[src/rtl/spi_slave_fsm.sv]
// -----------------------------------------------------------------------------
// spi_slave_fsm
//
// Control FSM for an SPI slave memory. One chip-select frame is sequenced as:
// collect the address and R/W bit, then either load and shift out read data
// or shift in write data and commit it to memory. The FSM runs on the SPI
// serial clock and only observes chip select and the shift-register LSB
// (which carries the R/W bit when the address has just been collected).
//
// Handshake/timing contract: every signal is sampled on the rising edge of
// sclk. chip_sel high at an edge always restarts address collection. Outputs
// are a pure decode of the state register (Moore), at most one is high.
//
// Parameters:
//   ADDR_BITS : address bits received before the R/W bit (default 7)
//   DATA_BITS : data bits shifted in or out (default 8)
//
// Ports:
//   sclk          in  SPI serial clock, rising-edge active
//   reset_n       in  asynchronous active-low reset
//   chip_sel      in  chip select, active low; high ends/aborts the frame
//   shift_reg_out in  shift-register LSB; R/W bit (1 = read, 0 = write)
//   miso_buff     out enable for the MISO tri-state buffer
//   dm_we         out data-memory write enable
//   addr_we       out address-latch write enable
//   sr_we         out shift-register parallel-load enable
//   state_dbg     out (only with SPI_FSM_STATE_OUT_EN) current state encoding
//
// Build option:
//   SPI_FSM_STATE_OUT_EN : when defined, exposes the state register on
//                          state_dbg (GET_ADDR=0 ... DONE=6).
// -----------------------------------------------------------------------------
module spi_slave_fsm #(
    parameter int ADDR_BITS = 7,
    parameter int DATA_BITS = 8
) (
    input  logic       sclk,
    input  logic       reset_n,
    input  logic       chip_sel,
    input  logic       shift_reg_out,
    output logic       miso_buff,
    output logic       dm_we,
    output logic       addr_we,
`ifdef SPI_FSM_STATE_OUT_EN
    output logic       sr_we,
    output logic [2:0] state_dbg
`else
    output logic       sr_we
`endif
);

    // The counter must hold the address phase length (ADDR_BITS+1 edges
    // including the R/W bit) and the data phase length.
    localparam int MAX_COUNT = ((ADDR_BITS + 1) > DATA_BITS) ? (ADDR_BITS + 1) : DATA_BITS;
    localparam int CNT_W     = $clog2(MAX_COUNT + 1);

    typedef enum logic [2:0] {
        GET_ADDR   = 3'd0,
        GOT_ADDR   = 3'd1,
        READ_LOAD  = 3'd2,
        READ_SHIFT = 3'd3,
        WRITE_GET  = 3'd4,
        WRITE_MEM  = 3'd5,
        DONE       = 3'd6
    } state_t;

    state_t           r_state;
    state_t           w_next_state;
    logic [CNT_W-1:0] r_cnt;
    logic [CNT_W-1:0] w_next_cnt;

    always_ff @(posedge sclk or negedge reset_n) begin
        if (!reset_n) begin
            r_state <= GET_ADDR;
            r_cnt   <= '0;
        end else begin
            r_state <= w_next_state;
            r_cnt   <= w_next_cnt;
        end
    end

    // Next-state logic. The counter is cleared on every state change, so a
    // phase of N edges ends on the edge where the counter still reads N-1.
    always_comb begin
        w_next_state = r_state;
        w_next_cnt   = r_cnt;
        if (chip_sel) begin
            w_next_state = GET_ADDR;
            w_next_cnt   = '0;
        end else begin
            case (r_state)
                GET_ADDR: begin
                    if (r_cnt == CNT_W'(ADDR_BITS)) begin
                        w_next_state = GOT_ADDR;
                        w_next_cnt   = '0;
                    end else begin
                        w_next_cnt = r_cnt + CNT_W'(1);
                    end
                end
                GOT_ADDR: begin
                    // The only state where the R/W bit is meaningful.
                    w_next_state = shift_reg_out ? READ_LOAD : WRITE_GET;
                    w_next_cnt   = '0;
                end
                READ_LOAD: begin
                    w_next_state = READ_SHIFT;
                    w_next_cnt   = '0;
                end
                READ_SHIFT: begin
                    if (r_cnt == CNT_W'(DATA_BITS - 1)) begin
                        w_next_state = DONE;
                        w_next_cnt   = '0;
                    end else begin
                        w_next_cnt = r_cnt + CNT_W'(1);
                    end
                end
                WRITE_GET: begin
                    if (r_cnt == CNT_W'(DATA_BITS - 1)) begin
                        w_next_state = WRITE_MEM;
                        w_next_cnt   = '0;
                    end else begin
                        w_next_cnt = r_cnt + CNT_W'(1);
                    end
                end
                WRITE_MEM: begin
                    w_next_state = DONE;
                    w_next_cnt   = '0;
                end
                DONE: begin
                    w_next_state = DONE;
                    w_next_cnt   = '0;
                end
                default: begin
                    // Unused encoding (7): recover to address collection.
                    w_next_state = GET_ADDR;
                    w_next_cnt   = '0;
                end
            endcase
        end
    end

    // Moore output decode: one-hot by construction.
    always_comb begin
        miso_buff = 1'b0;
        dm_we     = 1'b0;
        addr_we   = 1'b0;
        sr_we     = 1'b0;
        case (r_state)
            GOT_ADDR:   addr_we   = 1'b1;
            READ_LOAD:  sr_we     = 1'b1;
            READ_SHIFT: miso_buff = 1'b1;
            WRITE_MEM:  dm_we     = 1'b1;
            default: ;
        endcase
    end

`ifdef SPI_FSM_STATE_OUT_EN
    assign state_dbg = r_state;
`endif

endmodule

[config.mk]
export PLATFORM = sky130hd
export DESIGN_NAME = spi_slave_fsm
export DESIGN_NICKNAME = d
export VERILOG_FILES = /design/src/rtl/spi_slave_fsm.sv
export SDC_FILE = /design/constraint.sdc
export NUM_CORES = 1
export LEC_CHECK = 0
export BUFFER_PORTS_ARGS = -buffer_cell sky130_fd_sc_hd__buf_2
export CORE_AREA = 2 2 39 41
export DETAILED_ROUTE_END_ITERATION = 10
export DIE_AREA = 0 0 41 43
export GPL_TIMING_DRIVEN = 0
export PLACE_DENSITY = 0.48
export SLEW_MARGIN = 20
export SYNTH_ARGS = -nofsm -noshare
export SYNTH_HDL_FRONTEND = slang
export SYNTH_SLANG_ARGS = --single-unit
[constraint.sdc]
create_clock -name sclk -period 2.9 [get_ports sclk]
set_input_delay 0.145 -clock sclk [delete_from_list [all_inputs] [get_ports sclk]]
set_output_delay 0.145 -clock sclk [all_outputs]
set_load 0.005 [all_outputs]
==> metrics, run 1 <==
die width 41 microns; die area 1760 sq um; Max Clk Rate 772 MHz; Worst slew margin 0.845; Hold Crit Start chip_sel; Post-Synth Simple-Gate Area 0.239; clock sink count 7; ant diodes 0; routability cong. slightly above 0.6; initial antenna violation count 0; Synth Area in Compound Gates 0.150; Post-Syn Instances 36; Net count, final 54; mux cell area share after synthesis 0.0261; flop2flop setup slack 1.61 ns; Top delay family on crit path flip-flops; top-area cell type share of the netlist area 0.458; first-pass iteration count of the detailed router 1; grt ovf 0; Post-CTS Setup Inserts 0; first-pass GRT wire length 1.13 mm; hold depth 2; drt wl/cell 10.3 microns; post-layout instance area 474 sq um; Synth Area in XOR/XNOR 0.0458; num ports 8; antenna-violating nets left 0; vias in the first global route 281; largest family of logic cells by synthesized area simple AND/OR/NAND/NOR gates; R2R cell count 4; crit-path max cell delay approximately 0.40 ns; Port-buffer cells 7; Worst EP required just over 3 ns; worst vdd ir 0.123 mV; Netlist cell types 20; commonest cells after routing, fill and taps aside buf_2, dfrtp_1, nor2_1; initial DRC count 0; Crit path depth 4; area of the multi-input gates 189 sq um; setup tns final 0 ns; Total Power 210 uW; CP Launch Type flop; CTS tree done; Via Count 293; Clk Latency, worst-skew pair roughly 0.25 ns; launch point of the worst reg-to-reg path r_cnt[0]; DRC 0; H-tree Lvls 1; Inst Count DP 59; syn nets 41; Max Slew Vio Count 0; Root Buffer clkbuf_4; power per standard cell area 443 nW/um^2; Avg Cell Area, Syn 10.6 sq um; Max Clock Skew 0.00245 ns; synthesized area 383 sq um; fillers about 150; Hold Crit Class in -> reg; CTS max path bufs 2; Synth warnings 0; final setup violation count 0; placed inst area 438 sq um; final core occ 0.343; Vias/cell about 4.6; die height 43 microns; layout cells sized above 1 0.354; Clock transition at path regs 0.05 ns; post-layout minimum cycle time around 1.3 ns; Crit Path Max Fanout 4; crit path kind reg -> reg; Non-Filler Instances 64; Area contributors post-synth dfrtp_1, and3b_2, nor3_2, o21bai_4, nor3_1; RSZ-0062 raised after global routing no; FF+latch area 175 sq um; CP endpoint kind flop; LEAKAGE about 0.22 nW; area leader, netlist dfrtp_1; worst slew pin tran 0.232 ns; outcome finished clean; data arrival time of the critical path 1.46 ns; Synth Area in Adders 0.0327; sequential cell area fraction in the yosys report 0.458; Core Footprint 1380 sq um; CTS buffer count 3; WL final 660 microns; Hold Path End r_state[0]; Initial Utilization 0.277; Tcrit/Tclk final 0.446; pin count of the biggest net entering global routing 11; Tot GR Track Use 0.0959; cell row count 14; final hold viol count 0; Detailed Place HPWL between 400 and 500 microns; Synth Register Bits 7; Area Growth Syn to Fin 23.9%; slowest cell on the critical path dfrtp_1; Max Cap Viol 0; FF-to-FF End r_state[0]; CP cell instances ha_1 > and3b_2 > mux2i_1 > a211oi_2; CP bufs+invs 0
metal layers:
metal	GRT usage	up-vias	share of wire
met5	0	-	0
met4	0.100	0	0.024
met3	0	2	0.035
met2	0.116	7	0.44
met1	0.141	132	0.50
li1	-	152	-
worst max-delay path by stage:
| stage | start | endpoint |
|---|---|---|
| finish | r_cnt[0] | r_state[0] |
| global route | r_state[0] | addr_we |
| CTS | r_cnt[0] | r_state[0] |
| detailed placement | r_cnt[0] | r_state[0] |
| global placement | r_cnt[0] | r_state[0] |
| floorplan | r_cnt[0] | r_state[0] |
registers in the layout, summed over array words and instances, names as in the netlist:
register,cells
r_state,3
r_cnt,4
cell usage after synthesis, drive strengths merged:
library cell  instances
and3                  1
nand2b                1
nand2                 1
o21a                  1
mux2i                 1
xnor2                 1
a211oi                1
nor2                  4
ha                    1
a21oi                 2
a311oi                1
inv                   3
nor3                  5
and3b                 2
xor2                  1
dfrtp                 7
buf                   1
o21bai                1
nand3                 1
power breakdown:
group / switching [mW] / internal, mW / total, mW
registers: 0.00316 / 0.102 / 0.105
logic: 0.00863 / 0.00883 / 0.0175
clock network: 0.0351 / 0.0525 / 0.0875
total: 0.0469 / 0.163 / 0.210
worst register-to-register path, cell delays in order (launching register included):
cell and delay [ns]:
dfrtp_1 0.40, ha_1 0.23, and3b_2 0.26, mux2i_1 0.14
a211oi_2 0.19
cell families after synthesis:
logic type               Yosys count
flip-flops                         7
multiplexers                       1
buffers and inverters              4
AND/OR/NAND/NOR                   15
AO/OA/AOI/OAI                      6
XOR/XNOR                           2
adder cells (fa/ha/maj)            1
through the flow:
step / setup slack [ns] / hold slack, ns
4_1_cts: 1.60 / 0.0899
6_report: 1.61 / 0.0973
5_1_grt: 1.51 / 0.0871
3_5_place_dp: 1.62 / -0.00996
3_3_place_gp: 1.61 / -0.0102
2_1_floorplan: 1.67 / -0.151
area by class of cell:
type                    instances  area share
clock buffers                   4      0.0554
plain buffers                   1      0.0158
repair buffers                  8      0.0950
multi-input cells              25       0.398
well taps                      16      0.0422
inverters                       3      0.0237
flip-flops and latches          7       0.369
timing repair:
item | 4_1_cts | 5_1_grt
gates resized for setup | 0 | 0
hold buffers | 1 | 0
endpoints found under the hold margin | 7 | 0
Note: power is estimated with default switching activity, not from simulation.
==> inputs of run 2 (changes only) <==
Settings changed: PLACE_DENSITY 0.48 to 0.5.
Clock period 2.9 ns to 1.17 ns, I/O delays scaled along.
==> run 2 against run 1 <==
Register-to-register slack worse by 1.6 ns. Largest power group unchanged. Sequential cell count unchanged. Via count up 8.5%. Clock skew up 0.0057 ns. Global-route usage up 0.072 points. Count of clock-buffer cells in the layout unchanged. Critical path type unchanged. The run now ends with negative setup slack left. Sequential power up 150%. Final area up 9.0%. Non-clock buffer count up 5. Highest routed layer is now met3.
==> metrics, run 2 (synthesis gave the netlist of run 1 again) <==
Vias/cell 4.61 (+0.67%); die height 43 microns (unchanged); commonest cells after routing, fill and taps aside buf_2, buf_4, dfrtp_1; clock sink count 7 (unchanged); layout cells sized above 1 0.472 (+0.118); CP Launch Type flop; power per standard cell area 1020 nW/um^2 (+130%); num ports 8 (unchanged); worst slew pin tran 0.281 ns (+0.0487 ns); CTS buffer count 3 (unchanged); Internal 410 uW (+150%); Hold Crit Class in -> reg; Max Clock Skew 0.00817 ns (+0.00571 ns); antenna-violating nets left 0 (unchanged); H-tree Lvls 1 (unchanged); Final WS setup -0.0213 ns (-1.63 ns); Via Count 318 (+8.5%); setup tns final -0.0256 ns (-0.0256 ns); outcome finished, violations left; initial antenna violation count 0 (unchanged); crit-path max cell delay 0.37 ns (-0.03 ns); commonest non-fill, non-tap cell in the layout buf_2; CTS max path bufs 2 (unchanged); first-pass GRT wire length 1.08 mm (-4.9%); Detailed Place HPWL 482 microns (-2.2%); Crit Path Max Fanout 3 (-1); Reg with most FFs r_cnt; Max Clk Rate 839 MHz (+8.7%); grt ovf 0 (unchanged); failing checks negative setup slack; largest registers r_cnt x4, r_state x3; crit path kind reg -> reg; Clock transition at path regs 0.06 ns (about the same); Worst EP required 1.30 ns (-1.77 ns); initial DRC count 3 (+3); pin count of the biggest net entering global routing 11 (unchanged); Max Slew Vio Count 0 (unchanged); Port-buffer cells 7 (unchanged); CP cell instances ha_2 > and3b_2 > mux2i_1 > a211oi_2; DRC 0 (unchanged); data arrival time of the critical path 1.32 ns (-0.14 ns); cell row count 14 (unchanged); Area Growth Syn to Fin 35.0%; Clk pwr share 0.412 (-0.004); final setup violation count 2 (+2); die area 1760 sq um (unchanged); first-pass iteration count of the detailed router 2 (+1); hold_ws 0.0289 ns (-0.0684 ns); vias in the first global route 279 (-0.71%); die width 41 microns (unchanged); Core Footprint 1380 sq um (unchanged); routability cong. 0.588 (-5.5%); P_sw 119 uW (+150%); combinational power share 0.094 (+0.011); post-layout minimum cycle time 1.19 ns (-0.104 ns); drt wl/cell 10.9 microns (+5.8%); Top delay family on crit path flip-flops; Net count, final 59 (+9.3%); CP bufs+invs 0 (unchanged); Root Buffer clkbuf_4; number of flip-flops in the largest register 4 (unchanged); final hold viol count 0 (unchanged); sequential power share 0.494 (-0.007); Worst slew margin 0.812 (-0.0338); LEAKAGE 0.245 nW (+9.8%); Tot GR Track Use 0.0966 (+0.000717); worst vdd ir 0.517 mV (+320%); Clk Latency, worst-skew pair 0.25 ns (about the same); Switching Fraction 0.224 (+0.00151); CP endpoint kind flop; Max Cap Viol 0 (unchanged); slowest cell on the critical path dfrtp_1; WL final 753 microns (+14%); CTS tree done; Initial Utilization 0.277 (unchanged); Tcrit/Tclk final 1.02 (+0.572); RSZ-0062 raised after global routing yes; ant diodes 0 (unchanged)
run 2: cell count changes in the layout (fill, tap and decap cells not counted):
cell,change
ha_2,+1
dfrtp_2,+2
dfrtp_1,-2
buf_4,+5
ha_1,-1
run 2: routing by layer:
| metal | routed length (microns) | GRT usage | vias to the layer above |
|---|---|---|---|
| met2 | 369 | 0.131 | 8 |
| met1 | 340 | 0.107 | 150 |
| met5 | 0 | 0 | - |
| li1 | - | - | 160 |
| met3 | 43 | 0.0785 | 0 |
| met4 | 0 | 0.0400 | 0 |
run 2: repair_timing:
action,CTS,global route
endpoints found under the setup margin,6,7
setup buffers,1,4
hold buffers,1,0
endpoints found under the hold margin,7,0
gates resized for setup,2,0
run 2: worst paths after layout:
kind / start / to / slack, ns / depth (start not counted)
min in group asynchronous: reset_n / r_cnt[3] / 0.17 / 2
hold / removal: chip_sel / r_state[0] / 0.03 / 2
setup / recovery: r_cnt[0] / r_state[0] / -0.02 / 4
max in group asynchronous: reset_n / r_state[0] / 0.82 / 2
hold reg to reg: r_state[2] / r_state[0] / 0.51 / 1
setup reg to reg: r_cnt[0] / r_state[0] / -0.02 / 4
run 2: per-stage QoR:
| stage | utilization | cell area, sq um | instances | total power, mW | worst slack, ns |
|---|---|---|---|---|---|
| 5_1_grt | 0.373 | 517 | 69 | 0.558 | -0.0868 |
| 6_report | 0.373 | 517 | 69 | 0.528 | -0.0213 |
| 3_5_place_dp | 0.318 | 440 | 59 | 0.307 | -0.0571 |
| 4_1_cts | 0.352 | 487 | 65 | 0.535 | -0.0351 |
| 3_3_place_gp | 0.318 | 440 | 59 | 0.307 | -0.0616 |
| 2_1_floorplan | - | 385 | 36 | 0.290 | 0.0217 |
run 2: layout make-up:
type	count	area, sq um
buffer	1	7.51
clock buffer	4	26.3
fill	146	867
inverter	3	11.3
multi-input combinational	25	191
sequential	7	178
tap	16	20.0
timing repair buffer	13	82.6
run 2: power groups by stage:
stage,Combinational (mW),Clock (mW),Sequential (mW)
2_1_floorplan,0.0263,0,0.264
3_3_place_gp,0.0415,0,0.266
3_5_place_dp,0.0416,0,0.266
4_1_cts,0.0449,0.228,0.261
5_1_grt,0.0552,0.241,0.262
6_report,0.0497,0.217,0.261
==> inputs of run 3 (changes only) <==
Settings changed: ABC_AREA set to 1, CORE_AREA 2 2 39 41 to not set, CORE_MARGIN set to 2, CORE_UTILIZATION set to 30, CTS_BUF_LIST set to sky130_fd_sc_hd__clkbuf_16, DIE_AREA 0 0 41 43 to not set, PLACE_DENSITY 0.5 to 0.51.
==> run 3 against run 2 <==
The run now ends clean. Core utilization is 5.8 points higher. Clock power grew to 2.6 times the previous value. Largest power group is now the clock network. Hold slack worse by 0.012 ns. Critical endpoint unchanged. Sequential power hardly changed. Largest cell class unchanged. Die area is 3.9% lower. Maximum frequency is 5.4% higher. Final area is 8.7% higher. Synthesized cell count is 50% higher. Via count is 19% higher.
==> metrics, run 3 <==
outcome finished clean; launch point of the worst reg-to-reg path r_cnt[0]; commonest non-fill, non-tap cell in the layout nand2_1; Detailed Place HPWL 610 microns (+26%); grt ovf 0 (unchanged); Crit Path Max Fanout 5 (+2); largest registers r_cnt x4, r_state x3; initial DRC count 12 (+9); hold_ws 0.0169 ns (-0.0120 ns); post-layout minimum cycle time 1.13 ns (-0.0614 ns); sequential power share 0.298 (-0.196); final setup violation count 0 (-2); Internal 720 uW (+76%); sequential cell area fraction in the yosys report 0.423 (-0.0346); pin count of the biggest net entering global routing 9 (-2); Max Cap Viol 0 (unchanged); EDFF count, synth 0 (unchanged); Synth Register Bits 7 (unchanged); Area contributors post-synth dfrtp_1, nand3_1, nand2_1, inv_1, nor2_1; worst vdd ir 0.448 mV (-13%); Core Footprint 1300 sq um (-6.0%); Max Clk Rate 885 MHz (+5.4%); worst slew pin tran 0.223 ns (-0.0571 ns); most common cell in the netlist nand2_1; Netlist cell types 17 (-15%); Tcrit/Tclk final 0.966 (-0.0525); Clk Latency, worst-skew pair 0.23 ns (-0.02 ns); Worst EP required 1.27 ns (-0.03 ns); Max Clock Skew 0.00103 ns (-0.00714 ns); P_sw 163 uW (+38%); Root Buffer clkbuf_16; Via Count 378 (+19%); ant diodes 0 (unchanged); combinational power share 0.052 (-0.042); Hold Crit Class in -> reg; CTS max path bufs 2 (unchanged); LEAKAGE 0.324 nW (+32%); area leader, netlist dfrtp_1; Initial Utilization 0.318 (+0.0416); crit path kind reg -> reg; Avg Cell Area, Syn 7.67 sq um (-28%); Net count, final 71 (+20%); Synth warnings 0 (unchanged); Area Growth Syn to Fin 35.6%; final hold viol count 0 (unchanged); CTS buffer count 3 (unchanged); data arrival time of the critical path 1.23 ns (-0.09 ns); Synth top cells by count nand2_1, inv_1, nand3_1; drt wl/cell 10.4 microns (-5.2%); Switching Fraction 0.185 (-0.0395); DRC 0 (unchanged); syn nets 59 (+44%); setup tns final 0 ns (+0.0256 ns); routability cong. 0.707 (+20%); antenna-violating nets left 0 (unchanged); num ports 8 (unchanged); cell row count 13 (-1); Max Slew Vio Count 0 (unchanged); Clock transition at path regs 0.04 ns (-0.02 ns); CP Launch Type flop; die area 1690 sq um (-3.9%); crit path from r_cnt[0]; layout cells sized above 1 0.308 (-0.164); power per standard cell area 1570 nW/um^2 (+54%); Worst slew margin 0.851 (+0.0389); top-area cell type share of the netlist area 0.423 (-0.0346); Post-Syn Instances 54 (+50%); die width 41.2 microns (+0.38%); CP endpoint kind flop; ys flop type dfrtp_1; H-tree Lvls 1 (unchanged); number of flip-flops in the largest register 4 (unchanged); commonest cells after routing, fill and taps aside nand2_1, nand3_1, inv_1, buf_2, nor2_1; synthesized area 414 sq um (+8.2%); CTS tree done; RSZ-0062 raised after global routing no; WL final 828 microns (+10%); Port-buffer cells 7 (unchanged); initial antenna violation count 0 (unchanged); first-pass GRT wire length 1.28 mm (+19%); clock sink count 7 (unchanged); first-pass iteration count of the detailed router 4 (+2); fillers 140 (-4.1%); asr flop ratio synth 1.00 (unchanged); Hold Crit Start chip_sel; Tot GR Track Use 0.120 (+0.0231); Reg with most FFs r_cnt; vias in the first global route 298 (+6.8%); Vias/cell 4.73 (+2.5%); die height 41.2 microns (-4.3%); Clk pwr share 0.650 (+0.238)
## run 3: cell types whose count changed after synthesis, moves of 2 or more
cell / delta
nand2_1: +9
nor3_2: -2
nor3_1: -2
nand3_1: +7
inv_1: +6
and3b_2: -2
nor2_1: +2
nand4_1: +2
## run 3: layout make-up
class                      instances  area, sq um  share of cell area
buffer                             1         11.3              0.0200
tap                               15         18.8              0.0334
timing repair buffer               8         45.0              0.0802
inverter                           9         33.8              0.0601
multi-input combinational         36          196               0.350
clock inverter                     1         3.75             0.00668
sequential                         7          178               0.316
clock buffer                       3         75.1               0.134
## run 3: through the flow
stage	area [sq um]	total power, mW	instances	worst slack, ns	utilization
finish	562	0.883	80	0.0401	0.432
CTS	552	0.895	80	0.0182	0.424
detailed placement	468	0.310	76	0.0388	0.360
global route	562	0.923	80	0.00239	0.432
floorplan	414	0.291	54	0.137	-
global placement	468	0.307	76	0.0478	0.360
## run 3: timing repair
action,4_1_cts,5_1_grt
hold endpoints to repair,7,0
gates resized for setup,2,5
hold buffers,1,0
setup endpoints to repair,3,6
buffers inserted,0,0
## run 3: metal layers
metal,part of all wire,routed length [microns],up-vias,GRT usage
met1,0.50,415,175,0.170
li1,-,-,195,-
met2,0.46,383,6,0.168
met5,0,0,-,0
met3,0.0072,6,2,0.0163
met4,0.028,23,0,0.0726
## run 3: path summary, 6_finish.rpt
check                      cells past startpoint          to  slack, ns
setup / recovery                               4  r_state[0]       0.04
hold / removal                                 2  r_state[1]       0.02
setup reg to reg                               4  r_state[0]       0.04
hold reg to reg                                1    r_cnt[0]       0.46
max in group asynchronous                      2  r_state[2]       0.82
min in group asynchronous                      2  r_state[1]       0.19
## run 3: logic make-up after synthesis
group	count (synthesis)	share of synthesized area
XOR/XNOR	2	0.0423
AND/OR/NAND/NOR	29	0.326
adder cells (fa/ha/maj)	1	0.0302
flip-flops	7	0.423
buffers and inverters	11	0.121
AO/OA/AOI/OAI	4	0.0574
## run 3: power by group through the flow
stage          registers (mW)  logic, mW  clock network, mW
2_1_floorplan           0.263     0.0273                  0
3_5_place_dp            0.266     0.0440                  0
3_3_place_gp            0.265     0.0425                  0
4_1_cts                 0.263     0.0469              0.585
6_report                0.263     0.0459              0.574
5_1_grt                 0.264     0.0535              0.605
## run 3: critical path, cell delays in order (launching register included)
cell and delay (ns):
dfrtp_1 0.37, ha_2 0.20, nand3b_1 0.18, o21ai_0 0.20
a21oi_1 0.06
